### src/rtl/bsram_sd_sequencer_pkg.sv
// snes_bk_pkg: types and constants shared by the BSRAM <-> SD sector sequencer.
//   bk_state_t   : sequencer FSM states
//   bk_dir_t     : transfer direction (load = SD -> BSRAM, save = BSRAM -> SD)
//   SECTOR_SHIFT : log2 of the SD sector size in bytes
package snes_bk_pkg;

  typedef enum logic [1:0] {
    IDLE      = 2'd0,
    ISSUE     = 2'd1,
    WAIT_DONE = 2'd2
  } bk_state_t;

  typedef enum logic {
    BK_LOAD = 1'b0,
    BK_SAVE = 1'b1
  } bk_dir_t;

  localparam int unsigned SECTOR_SHIFT = 9;

endpackage

### src/rtl/bsram_sd_sequencer_ack_timer.sv
// bk_ack_timer: resettable free-running counter used as the sd_ack watchdog.
//   clk_i  : clock
//   rst_ni : asynchronous active-low reset
//   clr_i  : synchronous clear (dominates en_i)
//   en_i   : count enable
//   tc_o   : terminal count (counter is all-ones)
module bk_ack_timer #(
  parameter int unsigned TO_W = 24
) (
  input  logic clk_i,
  input  logic rst_ni,
  input  logic clr_i,
  input  logic en_i,
  output logic tc_o
);

  logic [TO_W-1:0] cnt_q;
  logic [TO_W-1:0] cnt_d;

  // Next count: clear on state entry, otherwise advance while enabled.
  always_comb begin
    cnt_d = cnt_q;
    if (clr_i) begin
      cnt_d = {TO_W{1'b0}};
    end else if (en_i) begin
      cnt_d = cnt_q + {{(TO_W-1){1'b0}}, 1'b1};
    end else begin
      cnt_d = cnt_q;
    end
  end

  // Counter register.
  always_ff @(posedge clk_i or negedge rst_ni) begin
    if (!rst_ni) begin
      cnt_q <= {TO_W{1'b0}};
    end else begin
      cnt_q <= cnt_d;
    end
  end

  assign tc_o = (cnt_q == {TO_W{1'b1}});

endmodule

### src/rtl/bsram_sd_sequencer.sv
// bsram_sd_sequencer: walks BSRAM sectors 0..ram_mask[23:9] over the HPS
// sd_rd/sd_wr/sd_ack handshake, auto-loading after each ROM download and
// serving OSD load/save requests.
//   clk_sys, reset_n            : clock, async active-low reset
//   ioctl_download              : ROM download in progress
//   img_mounted/readonly/size   : SD image mount information
//   ram_mask                    : BSRAM byte mask (size-1)
//   load_req, save_req          : OSD request levels (rising edge acts)
//   bsram_wr                    : console write strobe (dirty tracking)
//   sd_ack                      : HPS sector acknowledge
//   sd_lba, sd_rd, sd_wr        : sector request
//   bk_ena/loading/busy/dirty/error : status
module bsram_sd_sequencer
  import snes_bk_pkg::*;
#(
  parameter int unsigned TO_W  = 24,
  parameter int unsigned LBA_W = 15
) (
  input  logic        clk_sys,
  input  logic        reset_n,
  input  logic        ioctl_download,
  input  logic        img_mounted,
  input  logic        img_readonly,
  input  logic [63:0] img_size,
  input  logic [23:0] ram_mask,
  input  logic        load_req,
  input  logic        save_req,
  input  logic        bsram_wr,
  input  logic        sd_ack,
  output logic [31:0] sd_lba,
  output logic        sd_rd,
  output logic        sd_wr,
  output logic        bk_ena,
  output logic        bk_loading,
  output logic        bk_busy,
  output logic        bk_dirty,
  output logic        bk_error
);

  bk_state_t   state_q, state_d;
  bk_dir_t     dir_q, dir_d;
  logic [31:0] lba_q, lba_d;
  logic        rd_q, rd_d, wr_q, wr_d, ena_q, ena_d;
  logic        loading_q, loading_d, busy_q, busy_d;
  logic        dirty_q, dirty_d, error_q, error_d;
  logic        ld_q, ld_qq, sv_q, sv_qq, dl_q, ack_q;

  logic        ld_edge_s, sv_edge_s, dl_rise_s, dl_fall_s;
  logic        ack_rise_s, ack_fall_s;
  logic        timer_clr_s, timer_en_s, timer_tc_s;
  logic        start_s, start_load_s, abort_s;
  logic [LBA_W-1:0] last_lba_s;
  logic        unused_mask_s;

  // Request edges are taken one stage late so the start lands 2 cycles after the level rises.
  assign ld_edge_s  = ld_q & ~ld_qq & ena_q;
  assign sv_edge_s  = sv_q & ~sv_qq & ena_q;
  assign dl_rise_s  = ioctl_download & ~dl_q;
  assign dl_fall_s  = ~ioctl_download & dl_q;
  assign ack_rise_s = sd_ack & ~ack_q;
  assign ack_fall_s = ~sd_ack & ack_q;

  assign last_lba_s    = ram_mask[SECTOR_SHIFT +: LBA_W];
  assign unused_mask_s = ^ram_mask[SECTOR_SHIFT-1:0];
  assign timer_en_s    = (state_q == ISSUE) || (state_q == WAIT_DONE);

  bk_ack_timer #(.TO_W(TO_W)) u_timer (
    .clk_i  (clk_sys),
    .rst_ni (reset_n),
    .clr_i  (timer_clr_s),
    .en_i   (timer_en_s),
    .tc_o   (timer_tc_s)
  );

  // Next-state and output logic of the transfer sequencer.
  always_comb begin
    state_d      = state_q;
    dir_d        = dir_q;
    lba_d        = lba_q;
    rd_d         = rd_q;
    wr_d         = wr_q;
    ena_d        = ena_q;
    loading_d    = loading_q;
    busy_d       = busy_q;
    dirty_d      = dirty_q;
    error_d      = error_q;
    timer_clr_s  = 1'b0;
    start_s      = 1'b0;
    start_load_s = 1'b0;
    abort_s      = 1'b0;

    // Writes during a transfer are the SD data itself, not user changes.
    if (bsram_wr && !busy_q) begin
      dirty_d = 1'b1;
    end else begin
      dirty_d = dirty_q;
    end

    case (state_q)
      IDLE: begin
        if ((dl_fall_s && ena_q) || ld_edge_s) begin
          start_s      = 1'b1;
          start_load_s = 1'b1;
        end else if (sv_edge_s) begin
          start_s      = 1'b1;
          start_load_s = 1'b0;
        end else begin
          start_s      = 1'b0;
        end
        if (start_s) begin
          state_d     = ISSUE;
          dir_d       = start_load_s ? BK_LOAD : BK_SAVE;
          lba_d       = 32'd0;
          loading_d   = start_load_s;
          busy_d      = 1'b1;
          error_d     = 1'b0;
          rd_d        = start_load_s;
          wr_d        = ~start_load_s;
          timer_clr_s = 1'b1;
        end else begin
          state_d = IDLE;
        end
      end
      ISSUE: begin
        if (ack_rise_s) begin
          rd_d        = 1'b0;
          wr_d        = 1'b0;
          state_d     = WAIT_DONE;
          timer_clr_s = 1'b1;
        end else if (timer_tc_s) begin
          abort_s = 1'b1;
        end else begin
          state_d = ISSUE;
        end
      end
      WAIT_DONE: begin
        if (ack_fall_s) begin
          if (lba_q[LBA_W-1:0] >= last_lba_s) begin
            loading_d = 1'b0;
            busy_d    = 1'b0;
            dirty_d   = 1'b0;
            state_d   = IDLE;
          end else begin
            lba_d       = lba_q + 32'd1;
            rd_d        = (dir_q == BK_LOAD);
            wr_d        = (dir_q == BK_SAVE);
            state_d     = ISSUE;
            timer_clr_s = 1'b1;
          end
        end else if (timer_tc_s) begin
          abort_s = 1'b1;
        end else begin
          state_d = WAIT_DONE;
        end
      end
      default: begin
        state_d = IDLE;
      end
    endcase

    if (abort_s) begin
      error_d   = 1'b1;
      rd_d      = 1'b0;
      wr_d      = 1'b0;
      loading_d = 1'b0;
      busy_d    = 1'b0;
      state_d   = IDLE;
    end else begin
      error_d = error_d;
    end

    // A new ROM download invalidates the BSRAM image and kills any transfer.
    if (dl_rise_s) begin
      state_d   = IDLE;
      rd_d      = 1'b0;
      wr_d      = 1'b0;
      loading_d = 1'b0;
      busy_d    = 1'b0;
      ena_d     = 1'b0;
      dirty_d   = 1'b0;
    end else begin
      ena_d = ena_d;
    end

    // Mount of a usable image during download: set wins over the clear above.
    if (ioctl_download && img_mounted && (img_size != 64'd0) && !img_readonly) begin
      ena_d = 1'b1;
    end else begin
      ena_d = ena_d;
    end
  end

  // State, status and edge-detect registers.
  always_ff @(posedge clk_sys or negedge reset_n) begin
    if (!reset_n) begin
      state_q   <= IDLE;
      dir_q     <= BK_LOAD;
      lba_q     <= 32'd0;
      rd_q      <= 1'b0;
      wr_q      <= 1'b0;
      ena_q     <= 1'b0;
      loading_q <= 1'b0;
      busy_q    <= 1'b0;
      dirty_q   <= 1'b0;
      error_q   <= 1'b0;
      ld_q      <= 1'b0;
      ld_qq     <= 1'b0;
      sv_q      <= 1'b0;
      sv_qq     <= 1'b0;
      dl_q      <= 1'b0;
      ack_q     <= 1'b0;
    end else begin
      state_q   <= state_d;
      dir_q     <= dir_d;
      lba_q     <= lba_d;
      rd_q      <= rd_d;
      wr_q      <= wr_d;
      ena_q     <= ena_d;
      loading_q <= loading_d;
      busy_q    <= busy_d;
      dirty_q   <= dirty_d;
      error_q   <= error_d;
      ld_q      <= load_req;
      ld_qq     <= ld_q;
      sv_q      <= save_req;
      sv_qq     <= sv_q;
      dl_q      <= ioctl_download;
      ack_q     <= sd_ack;
    end
  end

  assign sd_lba     = lba_q;
  assign sd_rd      = rd_q;
  assign sd_wr      = wr_q;
  assign bk_ena     = ena_q;
  assign bk_loading = loading_q;
  assign bk_busy    = busy_q;
  assign bk_dirty   = dirty_q;
  assign bk_error   = error_q;

endmodule

### config.mk
export PLATFORM = sky130hd
export DESIGN_NAME = bsram_sd_sequencer
export DESIGN_NICKNAME = d
export VERILOG_FILES = /design/src/rtl/bsram_sd_sequencer_pkg.sv /design/src/rtl/bsram_sd_sequencer_ack_timer.sv /design/src/rtl/bsram_sd_sequencer.sv
export SDC_FILE = /design/constraint.sdc
export NUM_CORES = 1
export LEC_CHECK = 0
export CAP_MARGIN = 10
export CORE_ASPECT_RATIO = 0.5
export CORE_MARGIN = 4
export CORE_UTILIZATION = 40
export DETAILED_ROUTE_END_ITERATION = 6
export PLACE_DENSITY_LB_ADDON = 0.1
export SETUP_SLACK_MARGIN = 0.1
export SLEW_MARGIN = 5
export SYNTH_ARGS = -nofsm -noshare
export SYNTH_HDL_FRONTEND = slang
export SYNTH_SLANG_ARGS = --single-unit
export TNS_END_PERCENT = 5
### constraint.sdc
create_clock -name clk_sys -period 2.55 [get_ports clk_sys]
set_input_delay 0.51 -clock clk_sys [delete_from_list [all_inputs] [get_ports clk_sys]]
set_output_delay 0.51 -clock clk_sys [all_outputs]
set_load 0.02 [all_outputs]
# After elaboration in Yosys (flattened, before gate mapping)

Cells that the tools add are included.
Widths: inputs -> output; s select.

Logic and storage cells: 135
Input port bits: 97
Flip-flop bits (word level): 72

Muxes and demuxes: 62
Order comparisons: 1
Equal/unequal tests: 13
Reduce and logical (&&, ||, !) cells: 24
Add/subtract/negate cells: 2
Bitwise gates (word level): 16

Operators by type and width:

| kind                  | count |
|---|---|
| $mux 32               | 3 |
| $pmux 32 s2           | 1 |
| $reduce_bool 64->1    | 1 |
| $mux 24               | 2 |
| $mux 1                | 43 |
| $add 32x1->32 const B | 1 |
| $add 24x1->24 const B | 1 |
| $eq 24x24->1 const B  | 1 |
| $ge 15x15->1          | 1 |
| $mux 2                | 6 |
| $ne 4x4->1 const B    | 3 |
| $ne 5x5->1 const B    | 2 |
| $reduce_bool 2->1     | 5 |
| $pmux 1 s3            | 3 |
| $and 1x1->1           | 8 |
| $ne 4x3->1 const B    | 2 |
| $not 1->1             | 8 |
| $reduce_and 4->1      | 2 |
| $pmux 1 s2            | 3 |
| $pmux 2 s3            | 1 |
| $reduce_and 2->1      | 3 |
| $logic_and 1x1->1     | 5 |
| $reduce_and 5->1      | 1 |
| $reduce_bool 5->1     | 1 |
| other kinds (8)       | 11 |

# Depth between registers and ports, before layout

Depth in word-level cells: 11
Mapped depth: 11
Mapped depth without buffers: 8

# By module

From an unflattened synthesis, not the netlist that was laid out.

Cell total of the unflattened synthesis: 485
Area total of the unflattened synthesis: 4429.2 µm²

Modules (own cells, without submodules):

| module             | instances | area each (µm²) | cells each |
|---|---|---|---|
| bsram_sd_sequencer | 1         | 3145.5          | 355 |
| bk_ack_timer       | 1         | 1283.7          | 130 |

# Worst setup path before layout

No wires, ideal clock.

Path kind: flip-flop to flip-flop
Start: register lba_q[0] (netlist: sd_lba[0])
End: register lba_q[3] (netlist: sd_lba[3])
Path slack: -0.054 ns
Library setup time: 0.078 ns
Required time: 2.472 ns
Buffers on the path: 1
Arrival time: 2.526 ns
Cell stages (with the launch flop): 10
Clock period less this slack: 2.604 ns
Path through: dfrtp_1 inv_1 ha_1 nand2b_1 a211oi_1 o221a_2 o21ai_0 clkbuf_1 or4_2 a21oi_1

Word-level cells in the longest chain between the ends: 4
Elaborated cells on any way between the ends: 7

RTL lines:

| what                   | line                      | RTL |
|---|---|---|
| from (decl)            | bsram_sd_sequencer.sv:42  | `logic [31:0] lba_q, lba_d;` |
| from (signal assigned) | bsram_sd_sequencer.sv:215 | `lba_q <= lba_d;` |
| $add 32x1->32          | bsram_sd_sequencer.sv:144 | `lba_d = lba_q + 32'd1;` |
| $mux 32                | bsram_sd_sequencer.sv:138 | `if (lba_q[LBA_W-1:0] >= last_lba_s) begin` |
| $mux 32                | bsram_sd_sequencer.sv:137 | `if (ack_fall_s) begin` |
| $pmux 32 s2            | bsram_sd_sequencer.sv:99  | `case (state_q)` |

Parallel ways exist; a longest one is shown, timed or not. The select of a mux whose other input is x is not followed.
A chain may end at the register's enable or synchronous reset.

# Final worst setup path

Start: input ram_mask[17]
End: register lba_q[6] (netlist: sd_lba[6])

Word-level cells in the longest chain between the ends: 3

RTL lines:

| what                       | line                      | RTL |
|---|---|---|
| from (decl)                | bsram_sd_sequencer.sv:25  | `input logic [23:0] ram_mask,` |
| $ge 15x15->1               | bsram_sd_sequencer.sv:138 |  |
| $ne 2x2->1 (no line)       | -                         |  |
| $reduce_and 4->1 (no line) | -                         |  |

Every way passes these cells.

==> results.cfg <==
[floorplanning]
core_um2 = 10410
start_util_pct = 41.85
io-pin-count = 136
die_height_um = 81.80
die_w_um = 155.6
die_area_um2 = 12730
std_cell_rows = 26

[placement]
port_buffers = 126
dp_cells = 788
globalplace.congestion = 0.8109
hpwl_um = 9418

[cells_and_area]
nets = 791
syn_to_final_growth_pct = 62.44
fin_cells = 818
drive_above_1_share_pct = 22.57
diodes = 0

[sta]
worst_pin_slew_ps = 678.3
finalCritPeriodShare_pct = 98.19
rsz0062_at_grt = yes
setup_tns_ps = 0
fin_crit_ps = 2504
slew_violations = 0
finalClockSkew_ps = 10.27
max_freq_ghz = 0.3994
finalHoldViolCount = 0
relSlewSlack_pct = 54.65
setup_viol = 0
fin_hold_ws_ps = 184.0

[synthesis]
syn_nets = 607
synth_cell_types = 50
synthTopCellsByArea = dfrtp_1 41%, ha_1 6.0%, a21oi_1 4.5%, nor4_1 4.3%, nand2_1 3.3%
ys_seq_area_share_pct = 41.36
yosysMostFrequentCell = dfrtp_1
yosys_warnings = 0
synth_edf_count = 0
synth-main-ff-cell = dfrtp_1
synth_common_cells = 72 x dfrtp_1, 39 x a21oi_1, 38 x nand2_1, 35 x nor2_1, 30 x nor4_1
syn_area_um2 = 4357
synth_async_sr_flop_share_pct = 100.0
synthCells = 489
synth_top_area_cell = dfrtp_1
ys_ff_latch = 72
avgSynthCellArea_um2 = 8.909
yosys.area.top_type_share_pct = 41.36

[power]
power.leakage_uw = 0.002972
max-vdd-ir-drop_v = 0.0003589
power_density_nw_per_um2 = 553.0

[grt]
use_met2_pct = 33.23
busiest_layer = met2
grt_max_degree = 73
grt_overflow = 0
track_usage_pct = 20.51
grtUsageMet1_pct = 27.84
grt_pass1_vias = 4214
grt_pass1_wl_um = 20830
grt_use_met3_pct = 5.053
antenna_found_initial = 0

[cts]
clock_latency_ps = 340
cts_max_level = 3
numCtsBuffers = 9
cts_max_path_buffers = 2
cts.clk_slew.worst_paths_ps = 60
clock-sinks = 72
cts_tree = built
ctsHoldBuffers = 0
root_buffer = clkbuf_16

[setup_path]
start_kind = input pin
rrSetupSlack_ps = 70
required_ps = 2810
crit_path_end_kind = flip-flop
reg2reg_to = sd_lba[30]$_DFFE_PN0P_
crit_type = in -> reg
crit_fanout = 7
cp_data_arrival_time_ps = 2770
reg2reg_from = state_q[0]$_DFFE_PN0P_
r2r_cells = 8

[min_path]
hold_class = in -> async

[drt]
drc_errors = 0
first_pass_iters = 5
viasPerCell = 5.461
wirelength_um = 13700
postRouteAntennaNets = 0
first_iter_violations = 277
wl_per_cell_um = 16.74
via_count = 4467

[run_status]
outcome = finished, final reports clean

[run]
cap_violations = 0
routing by layer:
layer  part of all wire (%)  wire (µm)
met1                     45       6230
met2                     49       6656
met3                    4.4        602
met4                    1.5        207
met5                      0          0
final cells by class:
class / count / area, µm²
fill: 818 / 3333
multi-input combinational: 371 / 2718
sequential: 72 / 1804
tap: 140 / 175.2
timing repair buffer: 192 / 1947
inverter: 27 / 101.3
clock buffer: 11 / 252.7
clock inverter: 5 / 78.83
through the flow:
step | utilization [%] | setup slack (ps) | total power [µW] | cell area, µm²
finish | 67.98 | 46.04 | 3914 | 7077
global route | 67.98 | -42.53 | 4101 | 7077
CTS | 64.38 | 9.504 | 3846 | 6701
detailed placement | 59.33 | -438.0 | 2389 | 6176
global placement | 59.33 | -432.8 | 2371 | 6176
floorplan | - | 37.15 | 1843 | 4365
critical path, stage by stage:
cell             delay [ps]
clkdlybuf4s50_1         450
inv_1                    60
ha_4                    240
a21oi_2                 150
o21ai_2                  80
a22oi_2                 140
buf_6                   140
o21ai_4                 140
buf_12                  180
or4_1                   490
a21oi_1                 170
worst max-delay path by stage:
stage,cells past startpoint,end,start
global placement,11,sd_lba[22]$_DFFE_PN0P_,ram_mask[23]
finish,11,sd_lba[6]$_DFFE_PN0P_,ram_mask[17]
global route,11,sd_lba[6]$_DFFE_PN0P_,ram_mask[17]
CTS,11,sd_lba[23]$_DFFE_PN0P_,ram_mask[23]
floorplan,9,sd_lba[3]$_DFFE_PN0P_,ram_mask[23]
detailed placement,11,sd_lba[17]$_DFFE_PN0P_,ram_mask[23]
logic make-up after synthesis:
logic type / after synthesis / share of synthesized area (%)
buffers and inverters: 46 / 4.049
DFF: 72 / 41.36
adders and majority gates: 21 / 6.031
and+or+nand+nor: 224 / 28.63
AOI/OAI and AO/OA: 98 / 14.16
muxes: 5 / 1.149
xor gates and xnor gates: 23 / 4.624
where the power goes:
| part | internal (µW) | leakage, µW | switching, µW | total (µW) |
|---|---|---|---|---|
| combinational | 592 | 0.00184 | 597 | 1190 |
| sequential | 1240 | 0.000971 | 77.5 | 1320 |
| clock | 908 | 0.000165 | 501 | 1410 |
timing repair:
action	4_1_cts	5_1_grt
cloned	2	3
setup buffers	3	6
pin swaps	10	28
resized for setup	23	65
setup endpoints to repair	59	58
flip-flops by register name, summed over array words and instances, names as in the netlist:
signal         count
ack_q              1
bk_busy            1
bk_dirty           1
bk_ena             1
bk_error           1
bk_loading         1
dir_q              1
dl_q               1
ld_q               1
ld_qq              1
sd_lba            32
sd_rd              1
sd_wr              1
state_q            2
sv_q               1
sv_qq              1
u_timer.cnt_q     24
cell usage in the layout, fill, tap and decap left out, types with 3 or more instances in the layout:
cell type	count
nor2_1	35
or3_1	7
o31ai_1	12
nand2_1	35
inv_2	8
a21oi_1	26
o21ai_1	3
ha_4	9
xnor2_1	7
nand3_1	28
clkdlybuf4s50_1	114
o21a_1	6
and3_1	7
or4_1	6
a21oi_2	13
nand4_1	17
o21ai_0	7
and2_1	3
mux2i_1	5
dfrtp_1	70
a21o_1	6
dlymetal6s2s_1	9
ha_1	11
o21ai_2	3
or4_4	8
clkbuf_16	12
buf_12	6
xor2_1	16
nand2b_1	6
and4_1	5
inv_1	19
buf_4	53
nor2b_1	5
nor3_1	11
nor4_1	28
No activity file was read; power rests on OpenSTA's default activity.
